### src/rtl/spi_pkg.sv
// Shared definitions for the SPI register link: frame layout, register map,
// controller state encoding and a small elaboration helper.
package spi_pkg;

    localparam int FRAME_BITS = 16;
    localparam int RW_BIT     = 15;
    localparam int ADDR_MSB   = 14;
    localparam int ADDR_LSB   = 8;

    localparam logic [6:0] REG_OUT_7_0  = 7'h00;
    localparam logic [6:0] REG_OUT_15_8 = 7'h01;
    localparam logic [6:0] REG_PWM_7_0  = 7'h02;
    localparam logic [6:0] REG_PWM_15_8 = 7'h03;
    localparam logic [6:0] REG_PWM_DUTY = 7'h04;

    typedef enum logic [2:0] {
        ST_IDLE  = 3'd0,
        ST_SETUP = 3'd1,
        ST_SHIFT = 3'd2,
        ST_HOLD  = 3'd3,
        ST_GAP   = 3'd4
    } spi_state_e;

    function automatic int max4(input int a, input int b, input int c, input int d);
        int m;
        m = a;
        if (b > m) m = b;
        if (c > m) m = c;
        if (d > m) m = d;
        return m;
    endfunction

endpackage

### src/rtl/spi_controller_if.sv
// System-side request/response bundle of the SPI controller.
interface spi_controller_if;
    import spi_pkg::*;

    // Handshake: a request transfers on a clock edge where req_valid && req_ready;
    // the requester holds req_* stable while req_valid is high and ready is low.
    logic                         req_valid;
    logic                         req_ready;
    logic                         req_write;
    logic [ADDR_MSB-ADDR_LSB:0]   req_addr;
    logic [7:0]                   req_data;
    logic                         busy;
    logic                         done;
    logic [7:0]                   rd_data;

    modport master (
        output req_valid, req_write, req_addr, req_data,
        input  req_ready, busy, done, rd_data
    );

    modport slave (
        input  req_valid, req_write, req_addr, req_data,
        output req_ready, busy, done, rd_data
    );

endinterface

### src/rtl/spi_sclk_gen.sv
// SCLK divider: while enabled, SCLK is low for CLK_DIV cycles then high for
// CLK_DIV cycles; fall/sample strobe the last cycle of each high phase.
module spi_sclk_gen #(
    parameter int CLK_DIV = 4
) (
    input  logic clk,
    input  logic rst_n,
    input  logic en,
    output logic sclk,
    output logic fall,
    output logic sample
);

    localparam int              CW     = (CLK_DIV > 1) ? $clog2(CLK_DIV) : 1;
    localparam logic [CW-1:0]   RELOAD = CW'(CLK_DIV - 1);

    logic [CW-1:0] cnt_q, cnt_d;
    logic          sclk_q, sclk_d;
    logic          phase_end;

    always_comb begin
        phase_end = en && (cnt_q == '0);
        cnt_d     = RELOAD;
        sclk_d    = 1'b0;
        if (en) begin
            if (cnt_q == '0) begin
                cnt_d  = RELOAD;
                sclk_d = ~sclk_q;
            end else begin
                cnt_d  = cnt_q - 1'b1;
                sclk_d = sclk_q;
            end
        end
    end

    always_ff @(posedge clk or negedge rst_n) begin
        if (!rst_n) begin
            cnt_q  <= RELOAD;
            sclk_q <= 1'b0;
        end else begin
            cnt_q  <= cnt_d;
            sclk_q <= sclk_d;
        end
    end

    assign sclk   = sclk_q;
    assign fall   = phase_end && sclk_q;
    assign sample = phase_end && sclk_q;

endmodule

### src/rtl/spi_controller.sv
// SPI mode-0 initiator: turns one request into a 16-bit {rw, addr, data} frame
// and returns the last 8 CIPO bits of read frames on rd_data.
module spi_controller
    import spi_pkg::*;
#(
    parameter int CLK_DIV  = 4,
    parameter int CS_SETUP = 4,
    parameter int CS_HOLD  = 4,
    parameter int CS_IDLE  = 4
) (
    input  logic             clk,
    input  logic             rst_n,
    spi_controller_if.slave  req,
    output logic             nCS,
    output logic             SCLK,
    output logic             COPI,
    input  logic             CIPO,
    output logic [2:0]       dbg_state
);

    localparam int PH_MAX = max4(CLK_DIV, CS_SETUP, CS_HOLD, CS_IDLE);
    localparam int PH_W   = (PH_MAX > 1) ? $clog2(PH_MAX) : 1;
    localparam logic [PH_W-1:0] SETUP_LD = PH_W'(CS_SETUP - 1);
    localparam logic [PH_W-1:0] HOLD_LD  = PH_W'(CS_HOLD - 1);
    localparam logic [PH_W-1:0] IDLE_LD  = PH_W'(CS_IDLE - 1);

    if (CLK_DIV < 4) begin : g_bad_div
        $error("spi_controller: CLK_DIV must be >= 4");
    end
    if (CS_SETUP < 1 || CS_HOLD < 1 || CS_IDLE < 1) begin : g_bad_cs
        $error("spi_controller: CS_SETUP, CS_HOLD and CS_IDLE must be >= 1");
    end

    spi_state_e            state_q, state_d;
    logic [PH_W-1:0]       phase_q, phase_d;
    logic [3:0]            bit_q, bit_d;
    logic [FRAME_BITS-1:0] shift_q, shift_d;
    logic                  is_read_q, is_read_d;
    logic                  ncs_q, ncs_d;
    logic                  copi_q, copi_d;
    logic                  busy_q, busy_d;
    logic                  done_q, done_d;
    logic [7:0]            rd_data_q, rd_data_d;
    logic                  cipo_meta_q, cipo_sync_q;
    logic                  sclk_w, fall_w, sample_w;

    spi_sclk_gen #(.CLK_DIV(CLK_DIV)) u_sclk_gen (
        .clk    (clk),
        .rst_n  (rst_n),
        .en     (state_q == ST_SHIFT),
        .sclk   (sclk_w),
        .fall   (fall_w),
        .sample (sample_w)
    );

    always_comb begin
        state_d   = state_q;
        phase_d   = phase_q;
        bit_d     = bit_q;
        shift_d   = shift_q;
        is_read_d = is_read_q;
        ncs_d     = ncs_q;
        copi_d    = copi_q;
        busy_d    = busy_q;
        done_d    = 1'b0;
        rd_data_d = rd_data_q;
        case (state_q)
            ST_IDLE: begin
                if (req.req_valid) begin
                    state_d   = ST_SETUP;
                    shift_d   = {req.req_write, req.req_addr,
                                 req.req_write ? req.req_data : 8'h00};
                    is_read_d = ~req.req_write;
                    ncs_d     = 1'b0;
                    copi_d    = req.req_write;
                    phase_d   = SETUP_LD;
                    busy_d    = 1'b1;
                end
            end
            ST_SETUP: begin
                if (phase_q == '0) begin
                    state_d = ST_SHIFT;
                    bit_d   = 4'd15;
                end else begin
                    phase_d = phase_q - 1'b1;
                end
            end
            ST_SHIFT: begin
                // Received bits enter at the LSB as frame bits leave at the MSB,
                // so after bit 0 the low byte holds the CIPO bits of frame bits 7:0.
                if (sample_w) begin
                    shift_d = {shift_q[FRAME_BITS-2:0], cipo_sync_q};
                end
                if (fall_w) begin
                    if (bit_q == 4'd0) begin
                        state_d = ST_HOLD;
                        phase_d = HOLD_LD;
                    end else begin
                        bit_d  = bit_q - 4'd1;
                        copi_d = shift_q[FRAME_BITS-2];
                    end
                end
            end
            ST_HOLD: begin
                if (phase_q == '0) begin
                    state_d = ST_GAP;
                    ncs_d   = 1'b1;
                    copi_d  = 1'b0;
                    phase_d = IDLE_LD;
                end else begin
                    phase_d = phase_q - 1'b1;
                end
            end
            ST_GAP: begin
                if (phase_q == '0) begin
                    state_d = ST_IDLE;
                    busy_d  = 1'b0;
                    done_d  = 1'b1;
                    if (is_read_q) rd_data_d = shift_q[7:0];
                end else begin
                    phase_d = phase_q - 1'b1;
                end
            end
            default: state_d = ST_IDLE;
        endcase
    end

    always_ff @(posedge clk or negedge rst_n) begin
        if (!rst_n) begin
            state_q     <= ST_IDLE;
            phase_q     <= '0;
            bit_q       <= 4'd0;
            shift_q     <= '0;
            is_read_q   <= 1'b0;
            ncs_q       <= 1'b1;
            copi_q      <= 1'b0;
            busy_q      <= 1'b0;
            done_q      <= 1'b0;
            rd_data_q   <= 8'h00;
            cipo_meta_q <= 1'b0;
            cipo_sync_q <= 1'b0;
        end else begin
            state_q     <= state_d;
            phase_q     <= phase_d;
            bit_q       <= bit_d;
            shift_q     <= shift_d;
            is_read_q   <= is_read_d;
            ncs_q       <= ncs_d;
            copi_q      <= copi_d;
            busy_q      <= busy_d;
            done_q      <= done_d;
            rd_data_q   <= rd_data_d;
            cipo_meta_q <= CIPO;
            cipo_sync_q <= cipo_meta_q;
        end
    end

    assign req.req_ready = (state_q == ST_IDLE);
    assign req.busy      = busy_q;
    assign req.done      = done_q;
    assign req.rd_data   = rd_data_q;
    assign nCS           = ncs_q;
    assign SCLK          = sclk_w;
    assign COPI          = copi_q;
    assign dbg_state     = state_q;

endmodule
### src/flat_wrapper.sv
// flat-port wrapper written by rule: the top's interface ports become plain ports
module spi_controller_flat import spi_pkg::*;
#(
    parameter int CLK_DIV  = 4,
    parameter int CS_SETUP = 4,
    parameter int CS_HOLD  = 4,
    parameter int CS_IDLE  = 4
)
  (clk, rst_n, nCS, SCLK, COPI, CIPO, dbg_state, req_req_valid, req_req_write, req_req_addr, req_req_data, req_req_ready, req_busy, req_done, req_rd_data);
  spi_controller_if req_i ();
  input  logic clk;
  input  logic rst_n;
  output logic nCS;
  output logic SCLK;
  output logic COPI;
  input  logic CIPO;
  output logic [2:0] dbg_state;
  input wire logic [$bits(req_i.req_valid)-1:0] req_req_valid;
  input wire logic [$bits(req_i.req_write)-1:0] req_req_write;
  input wire logic [$bits(req_i.req_addr)-1:0] req_req_addr;
  input wire logic [$bits(req_i.req_data)-1:0] req_req_data;
  output wire logic [$bits(req_i.req_ready)-1:0] req_req_ready;
  output wire logic [$bits(req_i.busy)-1:0] req_busy;
  output wire logic [$bits(req_i.done)-1:0] req_done;
  output wire logic [$bits(req_i.rd_data)-1:0] req_rd_data;
  assign req_i.req_valid = req_req_valid;
  assign req_i.req_write = req_req_write;
  assign req_i.req_addr = req_req_addr;
  assign req_i.req_data = req_req_data;
  assign req_req_ready = req_i.req_ready;
  assign req_busy = req_i.busy;
  assign req_done = req_i.done;
  assign req_rd_data = req_i.rd_data;
  spi_controller #(.CLK_DIV(CLK_DIV), .CS_SETUP(CS_SETUP), .CS_HOLD(CS_HOLD), .CS_IDLE(CS_IDLE)) u_core (.clk(clk), .rst_n(rst_n), .req(req_i), .nCS(nCS), .SCLK(SCLK), .COPI(COPI), .CIPO(CIPO), .dbg_state(dbg_state));
endmodule
### config.mk
export PLATFORM = sky130hd
export DESIGN_NAME = spi_controller_flat
export DESIGN_NICKNAME = d
export VERILOG_FILES = /design/src/rtl/spi_pkg.sv /design/src/rtl/spi_controller_if.sv /design/src/rtl/spi_sclk_gen.sv /design/src/rtl/spi_controller.sv /design/src/flat_wrapper.sv
export SDC_FILE = /design/constraint.sdc
export NUM_CORES = 1
export LEC_CHECK = 0
export CAP_MARGIN = 20
export CORE_MARGIN = 8
export CORE_UTILIZATION = 45
export CTS_CLUSTER_DIAMETER = 120
export CTS_CLUSTER_SIZE = 24
export DETAILED_ROUTE_END_ITERATION = 8
export GPL_TIMING_DRIVEN = 0
export MAX_ROUTING_LAYER = met4
export PLACE_DENSITY = 0.73
export SLEW_MARGIN = 15
export SYNTH_ARGS = -nofsm -noshare
export SYNTH_HDL_FRONTEND = slang
export SYNTH_SLANG_ARGS = --single-unit
### constraint.sdc
create_clock -name clk -period 1.7 [get_ports clk]
set_clock_uncertainty 0.15 [all_clocks]
set_input_delay 0.34 -clock clk [delete_from_list [all_inputs] [get_ports clk]]
set_output_delay 0.34 -clock clk [all_outputs]
set_load 0.005 [all_outputs]
==> results.ini <==
[timing]
fmax_mhz = 560.9
maxSlewViolCount = 0
finalSetupViolCount = 11
slew_headroom_pct = 67.37
report.final.hold_viol_count = 0
layout_min_cycle_time_ns = 1.783
period_share_pct = 104.9
rsz_0062_raised_after_global_routing = true
finalWorstSetupSlack_ns = -0.08293
pin_slew_with_the_least_headroom_to_its_limit_ns = 0.4895

[yosys]
synth_area_mm2 = 0.002029
ys_ff_latch = 42
syn-num-nets = 218
ys_async_sr_fraction_pct = 100.0
seq_area_frac_synth_pct = 51.97
yosys_warnings = 0
synth.lib_cells_used.distinct = 42
synth_area_per_cell_um2 = 10.41
synth_enable_flop_cells = 0
synth_top_flop_cell = sky130_fd_sc_hd__dfrtp_1
post_synth_inst_count = 195

[floorplanning]
starting_density_of_the_core_pct = 46.61
placementRows = 24
fp.coreArea_mm2 = 0.004354
design.die.area_mm2 = 0.006915
dieHeight_um = 83.16
io_pins = 37
die_width_um = 83.16

[finish]
area_delta_synth_final_pct = 46.55
area.sequential_mm2 = 0.001056
most_frequent_standard_cell_in_the_layout_excluding_fill_and_tap_cells = sky130_fd_sc_hd__dfrtp_1
nFillCells = 333
number_of_nets_in_the_layout = 281
num_antenna_cells = 0
layout_common_cells = sky130_fd_sc_hd__dfrtp_1 (38), sky130_fd_sc_hd__clkdlybuf4s50_1 (27), sky130_fd_sc_hd__nand2_1 (23), sky130_fd_sc_hd__buf_4 (17), sky130_fd_sc_hd__o21ai_1 (14)
final_layout_size_suffix_gt1_share_pct = 35.14
multiInputGateArea_mm2 = 0.001050

[clocking]
clock_tree.htree_level_count = 2
ctsRootBufferMaster = sky130_fd_sc_hd__clkbuf_8
worstSkewPairLatency_ns = 0.30
cts-root-to-sink-buffers = 2
clock_sinks = 42
cts-buffers-inserted = 5
tritoncts = done
path_clk_slew_ns = 0.08

[placed_design]
count_of_port_buffers_added_during_placement = 36
detailedPlace.worstSlack_ns = -0.3615
dp.final_hpwl_um = 3305
routabilityCongestion = 0.8625

[route]
detail-route-antenna-nets = 0
route.detailed.drc = 0
detailroute.via_count = 1727
drt_pass1_iterations = 4
wl_um = 5073
drtIter0Drc = 123
viasPerCell = 5.553
route.detailed.wl_per_inst_um = 16.31

[power_and_ir_drop]
p_total_mw = 1.915
static-leakage-power_nw = 1.421
power_per_cell_area_mw_per_mm2 = 643.8
vdd_drop_max_v = 0.0004457

[critical_path]
crit_path_max_fanout = 4
cp.required_ns = 1.74
critPathArrivalTime_ns = 1.82
cp-start-kind = register
criticalPathCategory = reg -> reg
setup.worst_path.end_class = register

[hold_path]
hold_path.class = reg -> reg

[outcome]
violations_in_the_final_reports = negative setup slack
status = finished, violations left

[global_route]
largest_net_degree_at_the_start_of_global_routing = 24
vias_in_the_first_global_route = 1612
gr-total-overflow = 0
globalRouteTotalUtil_pct = 14.34
antenna_found_initial = 0
wire_length_of_the_first_global_routing_pass_um = 8052

[run]
max-cap-violations = 0

-- layer usage --
layer / wire [um] / part of all wire, % / global-route usage [%]
met2: 2501 / 49 / 21.43
met3: 229 / 4.5 / 4.004
met5: 0 / 0 / -
met4: 51 / 1.0 / 3.834
met1: 2290 / 45 / 18.56
-- worst max-delay path, stage by stage, from the launching register on --
cell,delay (ns)
sky130_fd_sc_hd__dfrtp_1,0.39
sky130_fd_sc_hd__inv_1,0.06
sky130_fd_sc_hd__ha_2,0.18
sky130_fd_sc_hd__nor3b_4,0.30
sky130_fd_sc_hd__nand4_1,0.18
sky130_fd_sc_hd__o221ai_2,0.11
sky130_fd_sc_hd__mux2_4,0.32
-- worst paths after layout --
check,start,to,slack (ns),cells past startpoint
min in group asynchronous,rst_n,u_core.dbg_state[1],0.38,2
max in group asynchronous,rst_n,u_core.u_sclk_gen.cnt_q[0],0.46,3
hold reg to reg,u_core.cipo_meta_q,u_core.cipo_sync_q,0.20,0
hold / removal,u_core.cipo_meta_q,u_core.cipo_sync_q,0.20,0
setup / recovery,u_core.bit_q[1],u_core.phase_q[1],-0.08,6
setup reg to reg,u_core.bit_q[1],u_core.phase_q[1],-0.08,6
-- power breakdown --
group	leakage, nW	switching (mW)	internal (mW)	total, mW
sequential	0.529	0.00986	1.01	1.02
clock	0.0514	0.354	0.438	0.792
combinational	0.840	0.0427	0.0580	0.101
total	1.42	0.407	1.51	1.91
-- final cells by class --
cell class                      count  share of cell area [%]
Sequential cell                    42                   35.51
Multi-Input combinational cell    133                   35.30
Timing Repair Buffer               57                   18.17
Buffer                             10                   3.997
Clock buffer                        6                   2.440
Tap cell                           52                   2.188
Clock inverter                      2                   1.262
Inverter                            9                   1.136
-- cells in the mapped netlist, drive strengths merged, types with 2 or more instances --
| cell | count | area [um2] |
|---|---|---|
| mux2 | 10 | 112.6 |
| inv | 9 | 33.78 |
| a2bb2oi | 2 | 17.52 |
| dfrtp | 39 | 975.9 |
| nand2 | 25 | 96.35 |
| dfstp | 3 | 78.83 |
| a41oi | 2 | 17.52 |
| and3 | 9 | 56.30 |
| nor2 | 6 | 22.52 |
| nand2b | 5 | 31.28 |
| xnor2 | 3 | 26.28 |
| nor3b | 2 | 25.02 |
| o21ai | 20 | 100.1 |
| buf | 5 | 43.79 |
| o31ai | 2 | 15.01 |
| mux2i | 8 | 80.08 |
| clkbuf | 6 | 22.52 |
| ha | 3 | 37.54 |
| o22ai | 2 | 12.51 |
| nor3 | 2 | 21.27 |
| a21oi | 15 | 75.07 |
-- state kept, by name (all words and copies together) (netlist names), 2 cells and up --
| signal | flops |
|---|---|
| u_core.u_sclk_gen.cnt_q | 2 |
| u_core.req.rd_data | 8 |
| u_core.bit_q | 4 |
| u_core.shift_q | 15 |
| u_core.dbg_state | 3 |
| u_core.phase_q | 2 |
-- metrics by stage --
stage                     TNS (ns)  hold slack (ns)  instance area [um2]  cells  utilization (%)
after floorplan           -0.01615          -0.1056                 2038    195                -
after global placement      -45.17           0.1870                 2464    283            56.58
final                      -0.1980           0.2025                 2974    311            68.30
after detailed placement    -6.932           0.1828                 2486    284            57.10
after CTS                  -0.3559           0.2051                 2779    303            63.82
after global routing        -1.250           0.2073                 2974    311            68.30
-- kinds of logic after synthesis --
kind of cell / synth area share (%)
adders and majority gates: 1.850
AOI/OAI and AO/OA: 15.72
muxes: 9.495
DFF: 51.97
and+or+nand+nor: 14.74
xor gates and xnor gates: 1.295
buffers and inverters: 4.932
-- timing repair --
item	4_1_cts	5_1_grt
pin swaps	5	6
cloned	1	0
buffers inserted	10	8
setup endpoints to repair	37	37
resized for setup	37	39
endpoints found under the hold margin	19	0
hold buffers	1	0
Note: power is estimated with default switching activity, not from simulation.
